File: src/rtl/se_test_pkg.sv
// Shared types and helpers for the self-composition test harness monitors.
package se_test_pkg;

    typedef enum logic [1:0] {
        IDLE = 2'd0,
        WAIT = 2'd1,
        DONE = 2'd2
    } state_t;

    localparam int DEF_CNT_W   = 16;
    localparam int DEF_TIMEOUT = 1024;

    // Increment that sticks at the all-ones value of a width-bit counter.
    function automatic logic [31:0] sat_inc(input logic [31:0] value, input int unsigned width);
        logic [31:0] max_value;
        max_value = (32'd1 << width) - 32'd1;
        return (value >= max_value) ? max_value : value + 32'd1;
    endfunction

endpackage

File: src/rtl/se_lane_capture.sv
// Per-lane capture: remembers the first valid of a transaction, its latency and its result.
module se_lane_capture #(
    parameter int CNT_W  = 16,
    parameter int DATA_W = 128
) (
    input  logic              clock,
    input  logic              reset,
    input  logic              start,
    input  logic              sample,
    input  logic              valid,
    input  logic [CNT_W-1:0]  cnt,
    input  logic [DATA_W-1:0] lane_result,
    output logic              done,
    output logic [CNT_W-1:0]  latency,
    output logic [DATA_W-1:0] captured
);

    logic capture;

    // A lane holds valid until it is drained, so only its first valid counts.
    assign capture = sample & valid & ~done;

    always_ff @(posedge clock) begin
        if (reset) begin
            done    <= 1'b0;
            latency <= '0;
        end else if (start) begin
            done <= 1'b0;
        end else if (capture) begin
            done    <= 1'b1;
            latency <= cnt;
        end
    end

    // NOTE: the wide result register carries no reset; it is only read after
    // every lane's done bit has been set by a fresh capture.
    always_ff @(posedge clock) begin
        if (capture) begin
            captured <= lane_result;
        end
    end

endmodule

File: src/rtl/se_leak_monitor.sv
// N-lane timing-leak and result-equivalence monitor: per-transaction latency
// accounting, skew/divergence detection, sticky flags and saturating counters.
module se_leak_monitor
    import se_test_pkg::*;
#(
    parameter int NUM_LANES = 2,
    parameter int DATA_W    = 128,
    parameter int CNT_W     = DEF_CNT_W,
    parameter int TIMEOUT   = DEF_TIMEOUT
) (
    input  logic                          clock,
    input  logic                          reset,
    input  logic                          io_in_fire,
    input  logic [NUM_LANES-1:0]          io_lane_valid,
    input  logic [NUM_LANES*DATA_W-1:0]   io_lane_result,
    input  logic                          io_clear,
    output logic                          io_busy,
    output logic                          io_done,
    output logic [CNT_W-1:0]              io_latency,
    output logic [CNT_W-1:0]              io_skew,
    output logic                          io_leak,
    output logic                          io_mismatch,
    output logic                          io_timeout,
    output logic                          io_proto_err,
    output logic [CNT_W-1:0]              io_txn_count,
    output logic [CNT_W-1:0]              io_leak_count
);

    state_t             state;
    logic [CNT_W-1:0]   cnt;
    logic [NUM_LANES-1:0] lane_done;
    logic [CNT_W-1:0]   lane_lat  [NUM_LANES];
    logic [DATA_W-1:0]  lane_data [NUM_LANES];

    logic start, sample, all_done;
    logic [CNT_W-1:0] lat_max, lat_min, skew;
    logic diverged;
    logic done_evt, timeout_evt, skew_evt, proto_evt;
    logic [CNT_W-1:0] txn_base, leak_cnt_base;

    function automatic logic [CNT_W-1:0] bump(input logic [CNT_W-1:0] value);
        return CNT_W'(sat_inc(32'(value), CNT_W));
    endfunction

    assign start  = (state == IDLE) & io_in_fire;
    assign sample = (state == WAIT);

    for (genvar i = 0; i < NUM_LANES; i++) begin : g_lane
        se_lane_capture #(
            .CNT_W  (CNT_W),
            .DATA_W (DATA_W)
        ) u_capture (
            .clock       (clock),
            .reset       (reset),
            .start       (start),
            .sample      (sample),
            .valid       (io_lane_valid[i]),
            .cnt         (cnt),
            .lane_result (io_lane_result[i*DATA_W +: DATA_W]),
            .done        (lane_done[i]),
            .latency     (lane_lat[i]),
            .captured    (lane_data[i])
        );
    end

    // Lanes capturing this cycle count as done for the exit decision.
    assign all_done = &(lane_done | io_lane_valid);

    always_comb begin
        // NOTE: defaults first, so no path through the loop leaves a latch.
        lat_max  = lane_lat[0];
        lat_min  = lane_lat[0];
        diverged = 1'b0;
        for (int i = 1; i < NUM_LANES; i++) begin
            if (lane_lat[i] > lat_max) lat_max = lane_lat[i];
            if (lane_lat[i] < lat_min) lat_min = lane_lat[i];
            if (lane_data[i] != lane_data[0]) diverged = 1'b1;
        end
    end

    assign skew        = lat_max - lat_min;
    assign done_evt    = (state == DONE);
    assign timeout_evt = (state == WAIT) & ~all_done & (cnt == CNT_W'(TIMEOUT));
    assign skew_evt    = done_evt & (skew != '0);
    assign proto_evt   = io_in_fire & (state != IDLE);

    assign txn_base      = io_clear ? '0 : io_txn_count;
    assign leak_cnt_base = io_clear ? '0 : io_leak_count;
    assign io_busy       = (state != IDLE);

    // NOTE: all state uses non-blocking assignments so every register sees
    // the pre-edge values of the others.
    always_ff @(posedge clock) begin
        if (reset) begin
            state         <= IDLE;
            cnt           <= '0;
            io_done       <= 1'b0;
            io_latency    <= '0;
            io_skew       <= '0;
            io_leak       <= 1'b0;
            io_mismatch   <= 1'b0;
            io_timeout    <= 1'b0;
            io_proto_err  <= 1'b0;
            io_txn_count  <= '0;
            io_leak_count <= '0;
        end else begin
            io_done <= done_evt;
            case (state)
                IDLE: begin
                    if (io_in_fire) begin
                        cnt   <= CNT_W'(1);
                        state <= WAIT;
                    end
                end
                WAIT: begin
                    cnt <= cnt + CNT_W'(1);
                    if (all_done) begin
                        state <= DONE;
                    end else if (cnt == CNT_W'(TIMEOUT)) begin
                        state <= IDLE;
                    end
                end
                DONE: begin
                    io_latency <= lane_lat[0];
                    io_skew    <= skew;
                    state      <= IDLE;
                end
                default: state <= IDLE;
            endcase

            // A set or increment in the same cycle as a clear takes effect.
            io_leak       <= (io_leak & ~io_clear) | timeout_evt | skew_evt;
            io_mismatch   <= (io_mismatch & ~io_clear) | (done_evt & diverged);
            io_timeout    <= (io_timeout & ~io_clear) | timeout_evt;
            io_proto_err  <= (io_proto_err & ~io_clear) | proto_evt;
            io_txn_count  <= done_evt ? bump(txn_base) : txn_base;
            io_leak_count <= (timeout_evt | skew_evt) ? bump(leak_cnt_base) : leak_cnt_base;
        end
    end

endmodule

File: config.mk
export PLATFORM = sky130hd
export DESIGN_NAME = se_leak_monitor
export DESIGN_NICKNAME = d
export VERILOG_FILES = /design/src/rtl/se_test_pkg.sv /design/src/rtl/se_lane_capture.sv /design/src/rtl/se_leak_monitor.sv
export SDC_FILE = /design/constraint.sdc
export NUM_CORES = 1
export LEC_CHECK = 0
export ABC_AREA = 1
export BUFFER_PORTS_ARGS = -buffer_cell sky130_fd_sc_hd__buf_4
export CORE_MARGIN = 5
export CORE_UTILIZATION = 45
export DETAILED_ROUTE_END_ITERATION = 7
export PLACE_DENSITY = 0.77
export SYNTH_ARGS = -nofsm -noshare
export SYNTH_HDL_FRONTEND = slang
export SYNTH_SLANG_ARGS = --single-unit
export TNS_END_PERCENT = 20
File: constraint.sdc
create_clock -name clock -period 15.5 [get_ports clock]
set_clock_uncertainty 0.2 [all_clocks]
set_input_delay 0.775 -clock clock [delete_from_list [all_inputs] [get_ports clock]]
set_output_delay 0.775 -clock clock [all_outputs]
set_load 0.05 [all_outputs]
==> results.toml <==
[synthesis]
avgSynthCellArea_um2 = 10.50
synth-async-reset-ratio_pct = 0
netlist-cell-type-count = 46
syn_nets = 1847
synth_area_leaders = "edfxtp_1 (47%), dfxtp_1 (15%), nand2_1 (5.7%)"
syn_area_um2 = 16270
yosys_warnings = 0
seq_area_frac_synth_pct = 62.15
synth_ff_type = "edfxtp_1"
synth_edf_count = 256
synth_top_cell_by_area = "edfxtp_1"
ys_seq_elements = 377
synthCells = 1549
yosys.area.top_type_share_pct = 47.26

[grt]
antenna_found_initial = 1
first_global_vias = 12300
grt_remaining_overflow = 0
grt_max_degree = 72
grtUsageTotal_pct = 20.86
grt_pass1_wl_mm = 67.18

[place]
port_buffers = 331
place_congestion = 0.8777
hpwl_mm = 31.43
pre_cts_slack_ps = 10190
dp.cells = 2307

[timing]
slew_violations = 0
tightestPinTransition_ps = 1017
layout_setup_ws_ps = 10060
rsz0062_at_grt = "no"
report.final.hold_viol_count = 0
timing.slew.headroom_pct = 31.97
fmax_mhz = 183.7
tns_ps = 0
period_needed_ps = 5444
finalSetupViolations = 0
period_share_pct = 35.12

[routing]
vias = 12260
wirelength_mm = 42.93
drtIter0Drc = 787
vias_per_cell = 5.147
wl_per_cell_um = 18.03
first_pass_iters = 6
drc = 0
ant_nets = 0

[clock_network]
cts.htree.levels = 2
post-cts-setup-buffer-count = 0
cts_resized = 0
cts_tree = "built"
numCtsBuffers = 41
clk_latency_ps = 550
cts-root-buf = "clkbuf_16"
clk_pin_slew_ps = 60
clock_sinks = 377
cts_buffer_depth = 3
hold_buffers = 0

[worst_setup_path]
startpoint = "g_lane[0].u_capture.latency[15]"
end_kind = "flop"
crit_top_cell = "nand2_1"
arrival_ps = 5660
reg2reg_slack_ps = 10060
worstPathMaxFanout = 32
start_kind = "flop"
cp_slowest_cell = "nand4_2"
critical_path_class = "flop to flop"
r2r_end = "io_leak"
max_stage_delay_ps = 570
required_ps = 15710
reg2regPathDepth = 29
rr_startpoint = "g_lane[0].u_capture.latency[15]"

[final_layout]
fillers = 2941
stdcell_count = 2381
diodes = 0
final_common_cell = "buf_4"
mostFrequentLayoutCells = "buf_4 (338), edfxtp_1 (256), nand2_1 (246), inv_1 (179), dfxtp_1 (121)"
drive_above_1_share_pct = 22.97
nets = 2187
area_growth_pct = 26.08

[floorplan]
die_x_um = 200.1
num_rows = 69
core_area_um2 = 35660
dieArea_um2 = 40050
die_y_um = 200.1
ios = 332
start_util_pct = 45.62

[power_and_ir_drop]
ir_worst_vdd_uv = 111.1
power.density_nw_per_um2 = 131.7
leakagePower_uw = 0.008165

[job]
maxCapViolCount = 0

[worst_hold_path]
hold_path.class = "primary input to flop"
hold-path-cell-count = 1
min_to = "g_lane[1].u_capture.captured[108]"
min_from = "io_lane_result[236]"

[run_status]
status = "complete, no violations"
## metal layers
| metal | GRT usage [%] | up-vias | part of all wire, % |
|---|---|---|---|
| li1 | - | 6012 | - |
| met1 | 25.77 | 5684 | 40 |
| met2 | 35.36 | 490 | 48 |
| met3 | 6.759 | 68 | 9.6 |
| met4 | 6.024 | 2 | 2.3 |
| met5 | 0 | - | 0.030 |
## state kept, by name, summed over array words and instances, names as in the netlist
name / flops
io_proto_err: 1
io_skew: 16
io_latency: 16
io_leak_count: 16
cnt: 16
io_timeout: 1
io_done: 1
g_lane.u_capture.captured: 256
g_lane.u_capture.done: 2
io_mismatch: 1
io_leak: 1
g_lane.u_capture.latency: 32
state: 2
io_txn_count: 16
## logic make-up (layout without fill, tap and decap cells)
group,after synthesis,count (layout),share of synthesized area [%]
xor gates and xnor gates,104,104,5.600
AOI/OAI and AO/OA,255,255,8.715
and+or+nand+nor,552,552,15.39
buffers and inverters,225,596,5.323
adders and majority gates,36,36,2.815
DFF,377,377,62.15
## through the flow
step / hold slack [ps] / total power [uW] / util [%] / instance area (um^2)
6_report: 201.7 / 2701 / 57.52 / 20510
2_1_floorplan: 252.5 / 1591 / - / 16270
4_1_cts: 167.2 / 2718 / 57.52 / 20510
5_1_grt: 172.2 / 2849 / 57.52 / 20510
3_5_place_dp: 260.5 / 1771 / 53.91 / 19220
3_3_place_gp: 259.0 / 1759 / 53.91 / 19220
## how the worst max path moves through the flow
stage / endpoint / slack (ps) / cells past startpoint
2_1_floorplan: g_lane[0].u_capture.captured[0] / 9950 / 3
3_3_place_gp: io_leak / 10300 / 29
3_5_place_dp: io_leak / 10190 / 29
4_1_cts: io_leak / 10130 / 29
5_1_grt: io_leak / 9580 / 29
6_report: io_leak / 10060 / 29
## layout make-up
| class | instances | area [um^2] | area share (%) |
|---|---|---|---|
| timing repair buffer | 338 | 2537 | 12.37 |
| clock buffer | 54 | 1115 | 5.436 |
| clock inverter | 20 | 172.7 | 0.8419 |
| sequential | 377 | 10110 | 49.30 |
| inverter | 184 | 690.7 | 3.368 |
| multi-input combinational | 947 | 5306 | 25.87 |
| tap | 461 | 576.8 | 2.813 |
## report_power, final
group / leakage, uW / switching [uW] / total, uW / internal, uW
clock: 0.000630 / 390 / 946 / 555
combinational: 0.00421 / 395 / 622 / 227
sequential: 0.00332 / 17.2 / 1130 / 1120
## critical path: cells and delay by family (launching register included)
| family | cells | cell delay (ps) |
|---|---|---|
| simple gates | 19 | 2450 |
| fa+ha+maj | 3 | 890 |
| compound gates | 3 | 800 |
| buf+inv | 4 | 580 |
| flops | 1 | 370 |
## Yosys cell counts, types with 33 or more instances
| library cell | instances |
|---|---|
| edfxtp_1 | 256 |
| nand2_1 | 246 |
| inv_1 | 179 |
| dfxtp_1 | 121 |
| a21oi_1 | 113 |
| nor2_1 | 107 |
| xnor2_1 | 97 |
| o21ai_0 | 93 |
| nand3_1 | 73 |
| nand4_1 | 43 |
| ha_1 | 35 |
| clkbuf_1 | 33 |
Power figures use the tool's default switching activity.
